--- src/rtl/target_way_arbiter_pkg.sv ---
// rtl/target_way_arbiter_pkg.sv - shared constants and encodings for the target way arbiter
// Purpose: target count, field widths, operation type and FSM state encodings
//          shared by the arbiter top and its round-robin picker.
package target_way_arbiter_pkg;

   localparam int NUM_TARGETS = 8;
   localparam int TARGET_AW   = 3;
   localparam int OP_TYPE_W   = 3;

   typedef enum logic [OP_TYPE_W-1:0] {
      OP_NOP         = 3'd0,
      OP_READ        = 3'd1,
      OP_PROGRAM     = 3'd2,
      OP_ERASE       = 3'd3,
      OP_RESET       = 3'd4,
      OP_READ_STATUS = 3'd5,
      OP_READ_ID     = 3'd6,
      OP_SET_FEATURE = 3'd7
   } op_type_e;

   typedef enum logic [1:0] {
      ST_IDLE      = 2'd0,
      ST_ISSUE     = 2'd1,
      ST_WAIT_BUSY = 2'd2
   } arb_state_e;

endpackage

--- src/rtl/target_way_arbiter_rr_priority_pick.sv ---
// rtl/target_way_arbiter_rr_priority_pick.sv - round-robin rotate and priority encode
// Purpose: picks the first set bit of the eligible mask, searching from
//          last_grant+1 upward and wrapping modulo NUM_TARGETS.
// Ports:
//   i_eligible   in  NUM_TARGETS  targets that may be granted
//   i_last_grant in  TARGET_AW    most recently granted target
//   o_grant      out TARGET_AW    chosen target (0 when none found)
//   o_found      out 1            at least one eligible target
module rr_priority_pick
   import target_way_arbiter_pkg::*;
(
   input  logic [NUM_TARGETS-1:0] i_eligible,
   input  logic [TARGET_AW-1:0]   i_last_grant,
   output logic [TARGET_AW-1:0]   o_grant,
   output logic                   o_found
);

   logic [TARGET_AW-1:0] w_idx;

   // Walk from the farthest candidate back to the nearest so the nearest
   // eligible target after last_grant is the final assignment. The 3-bit
   // add wraps naturally; offset 8 lands on last_grant itself.
   always_comb begin
      o_grant = '0;
      o_found = 1'b0;
      w_idx   = '0;
      for (int k = NUM_TARGETS; k >= 1; k--) begin
         w_idx = i_last_grant + TARGET_AW'(k);
         if (i_eligible[w_idx]) begin
            o_grant = w_idx;
            o_found = 1'b1;
         end
      end
   end

endmodule

--- src/rtl/target_way_arbiter.sv ---
// rtl/target_way_arbiter.sv - round-robin arbiter/sequencer for the shared flash command port
// Purpose: one pending op per target; tracks per-target ready/busy (synchronized
//          RB_L plus a tWB blanking window); issues one Operation_en at a time
//          when the controller is idle and the chosen target is ready.
// Ports:
//   clk, rst_n          clock, synchronous active-low reset
//   req_valid[8]        per-target request, held until req_ack
//   req_type[24]        packed 8x3 op type, target t at [3t+2:3t]
//   req_addr[8*PAGE_AW] packed per-target page/offset address
//   req_ack[8]          one-cycle pulse when target t is issued
//   RB_L[8]             raw asynchronous ready/busy pins, low = busy
//   controller_rb_l     high = flash_controller idle
//   read_data_stall     high = inhibit new issue
//   Operation_en        one-cycle issue strobe
//   Operation_Type      registered type of the issued op
//   Target_Addr         registered target index
//   page_offset_addr    registered address
//   target_busy[8]      per-target busy status
//   issue_timeout       sticky: controller never acknowledged an issue
module target_way_arbiter
   import target_way_arbiter_pkg::*;
#(
   parameter int PAGE_AW     = 24,
   parameter int TWB_CYCLES  = 20,
   parameter int ACK_TIMEOUT = 31
) (
   input  logic                           clk,
   input  logic                           rst_n,
   input  logic [NUM_TARGETS-1:0]         req_valid,
   input  logic [NUM_TARGETS*OP_TYPE_W-1:0] req_type,
   input  logic [NUM_TARGETS*PAGE_AW-1:0] req_addr,
   output logic [NUM_TARGETS-1:0]         req_ack,
   input  logic [NUM_TARGETS-1:0]         RB_L,
   input  logic                           controller_rb_l,
   input  logic                           read_data_stall,
   output logic                           Operation_en,
   output logic [OP_TYPE_W-1:0]           Operation_Type,
   output logic [TARGET_AW-1:0]           Target_Addr,
   output logic [PAGE_AW-1:0]             page_offset_addr,
   output logic [NUM_TARGETS-1:0]         target_busy,
   output logic                           issue_timeout
);

   localparam int BLANK_W = 5;
   localparam int WAIT_W  = $clog2(ACK_TIMEOUT + 1);

   logic [NUM_TARGETS-1:0] r_rb_meta;
   logic [NUM_TARGETS-1:0] r_rb_sync;
   logic [NUM_TARGETS-1:0] r_busy;
   logic [NUM_TARGETS-1:0] r_req_ack;
   logic [BLANK_W-1:0]     r_blank_cnt [NUM_TARGETS];
   arb_state_e             r_state;
   logic [TARGET_AW-1:0]   r_last_grant;
   logic [TARGET_AW-1:0]   r_target;
   logic [OP_TYPE_W-1:0]   r_op_type;
   logic [PAGE_AW-1:0]     r_addr;
   logic [WAIT_W-1:0]      r_wait_cnt;
   logic                   r_op_en;
   logic                   r_timeout;

   logic [NUM_TARGETS-1:0] w_eligible;
   logic [NUM_TARGETS-1:0] w_busy_next;
   logic [TARGET_AW-1:0]   w_grant;
   logic                   w_found;
   logic                   w_arbitrate;
   logic [OP_TYPE_W-1:0]   w_sel_type;
   logic [PAGE_AW-1:0]     w_sel_addr;

   assign w_eligible  = req_valid & ~r_busy;
   assign w_arbitrate = controller_rb_l & ~read_data_stall & w_found;

   rr_priority_pick u_pick (
      .i_eligible   (w_eligible),
      .i_last_grant (r_last_grant),
      .o_grant      (w_grant),
      .o_found      (w_found)
   );

   always_comb begin
      w_busy_next = '0;
      w_sel_type  = '0;
      w_sel_addr  = '0;
      for (int t = 0; t < NUM_TARGETS; t++) begin
         w_busy_next[t] = (r_blank_cnt[t] != '0) | ~r_rb_sync[t];
         if (w_grant == TARGET_AW'(t)) begin
            w_sel_type = req_type[t*OP_TYPE_W +: OP_TYPE_W];
            w_sel_addr = req_addr[t*PAGE_AW +: PAGE_AW];
         end
      end
   end

   always_ff @(posedge clk) begin
      if (!rst_n) begin
         r_rb_meta    <= '1;
         r_rb_sync    <= '1;
         r_busy       <= '0;
         r_req_ack    <= '0;
         r_state      <= ST_IDLE;
         r_last_grant <= TARGET_AW'(NUM_TARGETS - 1);
         r_target     <= '0;
         r_op_type    <= '0;
         r_addr       <= '0;
         r_wait_cnt   <= '0;
         r_op_en      <= 1'b0;
         r_timeout    <= 1'b0;
         for (int t = 0; t < NUM_TARGETS; t++) begin
            r_blank_cnt[t] <= '0;
         end
      end else begin
         r_rb_meta <= RB_L;
         r_rb_sync <= r_rb_meta;
         r_busy    <= w_busy_next;
         r_op_en   <= 1'b0;
         r_req_ack <= '0;

         // Reload on issue wins over the free-running decrement.
         for (int t = 0; t < NUM_TARGETS; t++) begin
            if (r_state == ST_ISSUE && r_target == TARGET_AW'(t)) begin
               r_blank_cnt[t] <= BLANK_W'(TWB_CYCLES);
            end else if (r_blank_cnt[t] != '0) begin
               r_blank_cnt[t] <= r_blank_cnt[t] - BLANK_W'(1);
            end
         end

         case (r_state)
            ST_IDLE: begin
               if (w_arbitrate) begin
                  r_op_type    <= w_sel_type;
                  r_target     <= w_grant;
                  r_addr       <= w_sel_addr;
                  r_last_grant <= w_grant;
                  r_op_en      <= 1'b1;
                  r_req_ack    <= NUM_TARGETS'(1) << w_grant;
                  r_state      <= ST_ISSUE;
               end
            end
            ST_ISSUE: begin
               r_wait_cnt <= '0;
               r_state    <= ST_WAIT_BUSY;
            end
            ST_WAIT_BUSY: begin
               if (!controller_rb_l) begin
                  r_state <= ST_IDLE;
               end else if (r_wait_cnt == WAIT_W'(ACK_TIMEOUT)) begin
                  r_timeout <= 1'b1;
                  r_state   <= ST_IDLE;
               end else begin
                  r_wait_cnt <= r_wait_cnt + WAIT_W'(1);
               end
            end
            default: r_state <= ST_IDLE;
         endcase
      end
   end

   assign req_ack          = r_req_ack;
   assign Operation_en     = r_op_en;
   assign Operation_Type   = r_op_type;
   assign Target_Addr      = r_target;
   assign page_offset_addr = r_addr;
   assign target_busy      = r_busy;
   assign issue_timeout    = r_timeout;

endmodule
--- config.mk ---
export PLATFORM = sky130hd
export DESIGN_NAME = target_way_arbiter
export DESIGN_NICKNAME = d
export VERILOG_FILES = /design/src/rtl/target_way_arbiter_pkg.sv /design/src/rtl/target_way_arbiter_rr_priority_pick.sv /design/src/rtl/target_way_arbiter.sv
export SDC_FILE = /design/constraint.sdc
export NUM_CORES = 1
export LEC_CHECK = 0
export CELL_PAD_IN_SITES_DETAIL_PLACEMENT = 1
export CELL_PAD_IN_SITES_GLOBAL_PLACEMENT = 1
export CORE_MARGIN = 3
export CORE_UTILIZATION = 33
export CTS_CLUSTER_DIAMETER = 80
export DETAILED_ROUTE_END_ITERATION = 10
export PLACE_DENSITY_LB_ADDON = 0.08
export SLEW_MARGIN = 20
export SYNTH_ARGS = -nofsm -noshare
export SYNTH_HDL_FRONTEND = slang
export SYNTH_SLANG_ARGS = --single-unit
--- constraint.sdc ---
create_clock -name clk -period 4.4 [get_ports clk]
set_clock_uncertainty 0.1 [all_clocks]
set_input_delay 0.66 -clock clk [delete_from_list [all_inputs] [get_ports clk]]
set_output_delay 0.66 -clock clk [all_outputs]
set_load 0.03 [all_outputs]
* Word level (Yosys, flattened, before mapping)
Memories as Yosys holds them, arrays and structs flattened.
Cells that the tools add are included.
W data, S select, Z words.
** Word-level totals
- Register bits after elaboration :: 74
- Bits in writable memories :: 40
- Logic and storage cells :: 251
- Memories kept :: 1
** Operators by class
- $add $sub $neg :: 16
- Magnitude comparators :: 8
- Equality and inequality tests :: 21
- Shift-type cells :: 1
- Mux-type cells :: 129
- Bitwise operators :: 37
- Reductions and logical operators :: 26
** Memory list
- r_blank_cnt :: depth 8, bits a word 5, read ports 8, clocked after Yosys merged registers in 0, wr ports 8, line target_way_arbiter.sv:51 : logic [BLANK_W-1:0] r_blank_cnt [NUM_TARGETS];
** Operators with widths (count)
- $mux W24 :: 8
- $mux W5 :: 18
- $mux W1 :: 74
- $mux W3 :: 16
- $reduce_bool A5 Y1 :: 8
- $sub A5 B1 Y5 const B :: 8
- $lt A3 B4 Y1 const B :: 8
- $bmux W1 S3 :: 8
- $eq A3 B3 Y1 const B :: 8
- $or A1 B1 Y1 :: 24
- $add A3 B3 Y3 const B :: 4
- $eq A3 B2 Y1 const B :: 4
- $pmux W5 S2 :: 1
- $not A1 Y1 :: 9
- $reduce_and A3 Y1 :: 3
- $and A8 B8 Y8 :: 1
- $logic_and A1 B1 Y1 :: 8
- $not A8 Y8 :: 1
- $shl A1 B3 Y8 const A :: 1
- $add A3 B2 Y3 const B :: 2
- $eq A3 B1 Y1 const B :: 2
- $logic_not A3 Y1 :: 2
- $mux W2 :: 3
- $ne A2 B2 Y1 const B :: 3
- other kinds (11) :: 14

* Depth between registers and ports, before layout
- Depth after elaboration :: 21
- Depth in mapped cells :: 17
- Gate-level depth less buffers :: 12

* Cells and area by module
From an unflattened synthesis, not the netlist that was laid out.
** Unflattened totals
- Cell total of the unflattened synthesis :: 741
- Area, all modules :: 7792.5 µm²
** By module, submodules not included
- target_way_arbiter :: instances 1, cells an instance 664, area an instance 7118.1 µm², sequential area each 2682.6 µm²
- rr_priority_pick :: instances 1, cells an instance 77, area an instance 674.4 µm², sequential area each 0.0 µm²

* Worst setup path after synthesis
No wires, ideal clock.
- Kind :: reg2reg
- Start :: reg r_last_grant[0]
- End :: reg r_addr[14] (netlist: page_offset_addr[14])
- Setup time :: 0.122 ns
- Data arrival time :: 3.435 ns
- Setup slack :: 0.743 ns
- Cell stages (with the launch flop) :: 18
- Buffers on the path :: 5
- Clock period less this slack :: 3.657 ns
- Cell sequence :: dfxtp_1 -> buf_6 -> inv_6 -> buf_6 -> ha_1 -> clkbuf_1 -> and4b_1 -> nor4_1 -> o221ai_1 -> o31a_1 -> a311oi_4 -> nor2_4 -> buf_2 -> buf_2 -> nand2_1 -> o22ai_2 -> a2111oi_2 -> o21ai_2
** On the way
- Word-level cells in the longest chain between the ends :: 19
- Elaborated cells between the ends (all ways) :: 57
- Those cells by class :: add/sub: 7; eq/ne: 7; mux: 40; bitwise: 1; reduce/logical: 2
** RTL lines
- from (decl) :: line target_way_arbiter.sv:53 : logic [TARGET_AW-1:0] r_last_grant;
- from (signal assigned) :: line target_way_arbiter.sv:99 : r_last_grant <= TARGET_AW'(NUM_TARGETS - 1);
- from (signal assigned) :: line target_way_arbiter.sv:131 : r_last_grant <= w_grant;
- $add A3 B3 Y3 or $bmux W1 S3 (tied branches) :: line target_way_arbiter_rr_priority_pick.sv:28, target_way_arbiter_rr_priority_pick.sv:29
- $bmux W1 S3 or $mux W1 (tied branches) :: line target_way_arbiter_rr_priority_pick.sv:29 : if (i_eligible[w_idx]) begin
- $mux W1 (not written as such) or $mux W3 (tied branches) :: line target_way_arbiter_rr_priority_pick.sv:29
- $mux W3 (7 in a row) :: line target_way_arbiter_rr_priority_pick.sv:29
- $logic_not A3 Y1 :: line target_way_arbiter.sv:85 : if (w_grant == TARGET_AW'(t)) begin
- $mux W24 (8 in a row) :: line target_way_arbiter.sv:85
- to (signal assigned) :: line target_way_arbiter.sv:130 : r_addr <= w_sel_addr;
- to (decl) :: line target_way_arbiter.sv:56 : logic [PAGE_AW-1:0] r_addr;
Several ways; a longest one is shown, not always the timed one. The select of a mux whose other input is x is not followed.
A chain may end at the register's enable or synchronous reset.

* Worst setup path in the final report
- Start :: reg r_last_grant[0]
- End :: reg r_addr[4] (netlist: page_offset_addr[4])
Same word-level chain as after synthesis.

==> results by group <==
Route
  • Vias: between 7000 and 8000
  • Detail Route Antenna Nets: 0
  • DR WL/cell: 21.1 microns
  • DRT Wirelength: between 30000 and 40000 microns
  • DR pass1 iterations: 5
  • Residual DRC: 0
  • Vias per inst: ~5.3
  • Initial DRC Count: between 300 and 400

Yosys
  • Yosys reg bits: between 100 and 150
  • Xor/xnor share of the synthesized area: 0.0264
  • Sequential area share after synthesis: 0.356
  • Syn_area_per_cell: 8.61 sq um
  • Yosys top cell area share: 0.197
  • Synth area leader: dfxtp_1
  • Post-Synth Adder-Cell Area: 0.0199
  • Largest family of logic cells by synthesized area: compound AO/OA/AOI/OAI gates
  • Synth unique cells: between 70 and 80
  • Synth async-reset ratio: 0
  • Most frequent cell after synthesis: nand2_1
  • Post-synth top flop: dfxtp_1
  • Largest cells by area after synthesis: dfxtp_1 (20%), edfxtp_1 (16%), nand2_1 (6.1%), mux2i_1 (4.8%), nor2_1 (4.4%)
  • Post-synthesis compound-gate area fraction: 0.248
  • Most frequent cells after synthesis: nand2_1 (123), nor2_1 (88), dfxtp_1 (74)
  • Mux share of post-synthesis cell area: 0.0792
  • Synth Instances: approximately 880
  • Yosys Warn Count: 0
  • EDFF count, synth: 40
  • Post-Synth Simple-Gate Area: 0.203
  • Cell Area, Synth: 7540 sq um
  • Syn nets: ~1100

Clock network
  • CTS Buffer Depth: 2
  • Cts hold-fix bufs: 0
  • Root Driver: clkbuf_16
  • H-tree depth: 4
  • CTS tree: done
  • TritonCTS Buffers: 17
  • Clock latency on the worst-skew pair: about 0.42 ns
  • Post CTS Setup Buffer Count: 0
  • CTS sink cnt: 114
  • Reg clk slew, reported paths: ~0.060 ns

Finish
  • Fillers: approximately 2600
  • FF+latch area: ~2700 sq um
  • Layout cells sized above 1: 0.124
  • Final instance area: between 10000 and 15000 sq um
  • Multi-input combinational cell area: 4400 sq um
  • Final Net Count: 1400
  • Area delta synth->final: 51.2%
  • Final std cells w/o fill: between 1000 and 1500

Pwr
  • PwrDens: between 700 and 800 nW/um^2
  • VDD IR max: ~0.50 mV
  • Leak Pwr: between 4 and 5 nW

Placed design
  • Post-placement cell area: 10800 sq um
  • Placer's final routability congestion estimate: ~0.91
  • Placed cell count: between 1000 and 1500
  • Port Buf Inserts: between 200 and 300
  • DP HPWL: 24100 microns

Critical path
  • Worst EP required: roughly 4.6 ns
  • CP startpoint kind: flip-flop
  • Critical path peak fanout: 27
  • Crit end category: flip-flop
  • CP Launch Point: r_last_grant[0]
  • WP data arrival: between 4 and 5 ns
  • Worst reg2reg path endpoint: page_offset_addr[4]
  • R2R depth: 15
  • R2r setup slk: about 0.23 ns
  • CP endpoint: page_offset_addr[4]
  • WS Path Type: reg2reg
  • RR Startpoint: r_last_grant[0]

Global route
  • GRT overflow: 0
  • Largest net degree at the start of global routing: between 50 and 60
  • Antenna violations before repair: 1
  • GRT Total Usage: 0.240
  • Vias in the first global route: between 7000 and 8000
  • First-pass GRT wire length: ~45000 microns

Timing
  • Final hold viol count: 0
  • Slew HR: 0.246
  • Worst slew pin tran: 1.12 ns
  • Setup violators final: 0
  • Fmax: between 200 and 250 MHz
  • Max-slew violation count: 0
  • Post-layout minimum cycle time: 4.17 ns
  • Final critical-path share of the clock period: 0.947
  • RSZ-0062 raised after global routing: false

Floorplan
  • Initial Util: 0.340
  • # IOs: approximately 280
  • Chip width: approximately 160 microns
  • Die height: 157 microns
  • Core footprint: 22200 sq um
  • DIE AREA: 24700 sq um
  • Site row count: 54

Flow run
  • Max-cap violations: 0

Run status
  • Status: complete, no violations

Worst hold path
  • Hold Crit Class: reg2reg
  • Hold Crit Depth: 1
critical path: stages (launching register included):
cell and delay [ns]:
dfxtp_1 0.43, inv_6 0.03, ha_1 0.35, buf_4 0.20
inv_1 0.23, mux4_2 0.41, a221o_1 0.33, o21ai_2 0.17
a311oi_4 0.15, nor2_4 0.17, buf_4 0.24, or3_1 0.19
buf_12 0.21, o22ai_1 0.12, a2111oi_1 0.58, o21ai_1 0.11
worst min-delay path by stage:
stage / startpoint / end / slack [ns]
finish: r_rb_meta[1] / r_rb_sync[1] / 0.30
detailed placement: r_rb_meta[1] / r_rb_sync[1] / 0.29
global placement: r_rb_meta[5] / r_rb_sync[5] / 0.29
global route: r_rb_meta[4] / r_rb_sync[4] / 0.32
floorplan: r_rb_meta[0] / r_rb_sync[0] / 0.29
CTS: r_rb_meta[4] / r_rb_sync[4] / 0.30
final cells by class:
cell class | instances | share of cell area
clock inverter | 13 | 0.0128
tap | 280 | 0.0307
inverter | 52 | 0.0176
clock buffer | 19 | 0.0417
antenna | 2 | 0.000439
multi-input combinational | 651 | 0.386
timing repair buffer | 316 | 0.275
sequential | 114 | 0.235
where the power goes:
| group | switching, mW | total (mW) | internal, mW |
|---|---|---|---|
| Combinational | 3.06 | 5.18 | 2.12 |
| Clock | 0.518 | 1.43 | 0.907 |
| Sequential | 0.230 | 1.70 | 1.47 |
sequential cells by signal, indices dropped and copies added (netlist names), 5 cells and up:
register	flops
req_ack	8
r_rb_sync	8
r_rb_meta	8
target_busy	8
r_blank_cnt	40
page_offset_addr	24
r_wait_cnt	5
metrics by stage:
stage / TNS, ns / setup slack [ns] / total power [mW] / util / hold slack (ns)
after global placement: -0.0157 / -0.00983 / 6.84 / 0.486 / 0.291
final: 0 / 0.234 / 8.30 / 0.514 / 0.303
after detailed placement: -0.0783 / -0.0247 / 6.90 / 0.486 / 0.294
after floorplan: 0 / 0.743 / 5.17 / - / 0.286
after global routing: 0 / 0.0374 / 8.88 / 0.514 / 0.318
after CTS: 0 / 0.186 / 8.38 / 0.514 / 0.303
cells in the final DEF, fill, tap and decap left out, types with 26 or more instances in the layout:
master	Yosys	final
clkdlybuf4s50_1	0	282
nand2_1	123	123
nor2_1	88	88
dfxtp_1	74	74
inv_1	50	50
o21ai_0	49	49
edfxtp_1	40	40
mux2i_1	36	36
o22ai_1	34	34
a21oi_1	32	31
buf_4	5	28
nand2b_1	26	26
repair_timing:
action,in CTS,in global routing
hold endpoints to repair,0,0
resized for setup,0,1
endpoints found under the setup margin,0,1
logic make-up after synthesis:
| logic type | after synthesis |
|---|---|
| and+or+nand+nor | 327 |
| AOI/OAI and AO/OA | 244 |
| DFF | 114 |
| buffers and inverters | 110 |
| muxes | 47 |
| xor gates and xnor gates | 21 |
| adders and majority gates | 12 |
metal layers:
layer	part of all wire	track usage	up-vias
li1	-	-	3705
met3	0.052	0.0531	28
met4	0.019	0.0603	0
met5	0	0	-
met1	0.43	0.308	3781
met2	0.50	0.410	193
No activity file was read; power rests on OpenSTA's default activity.
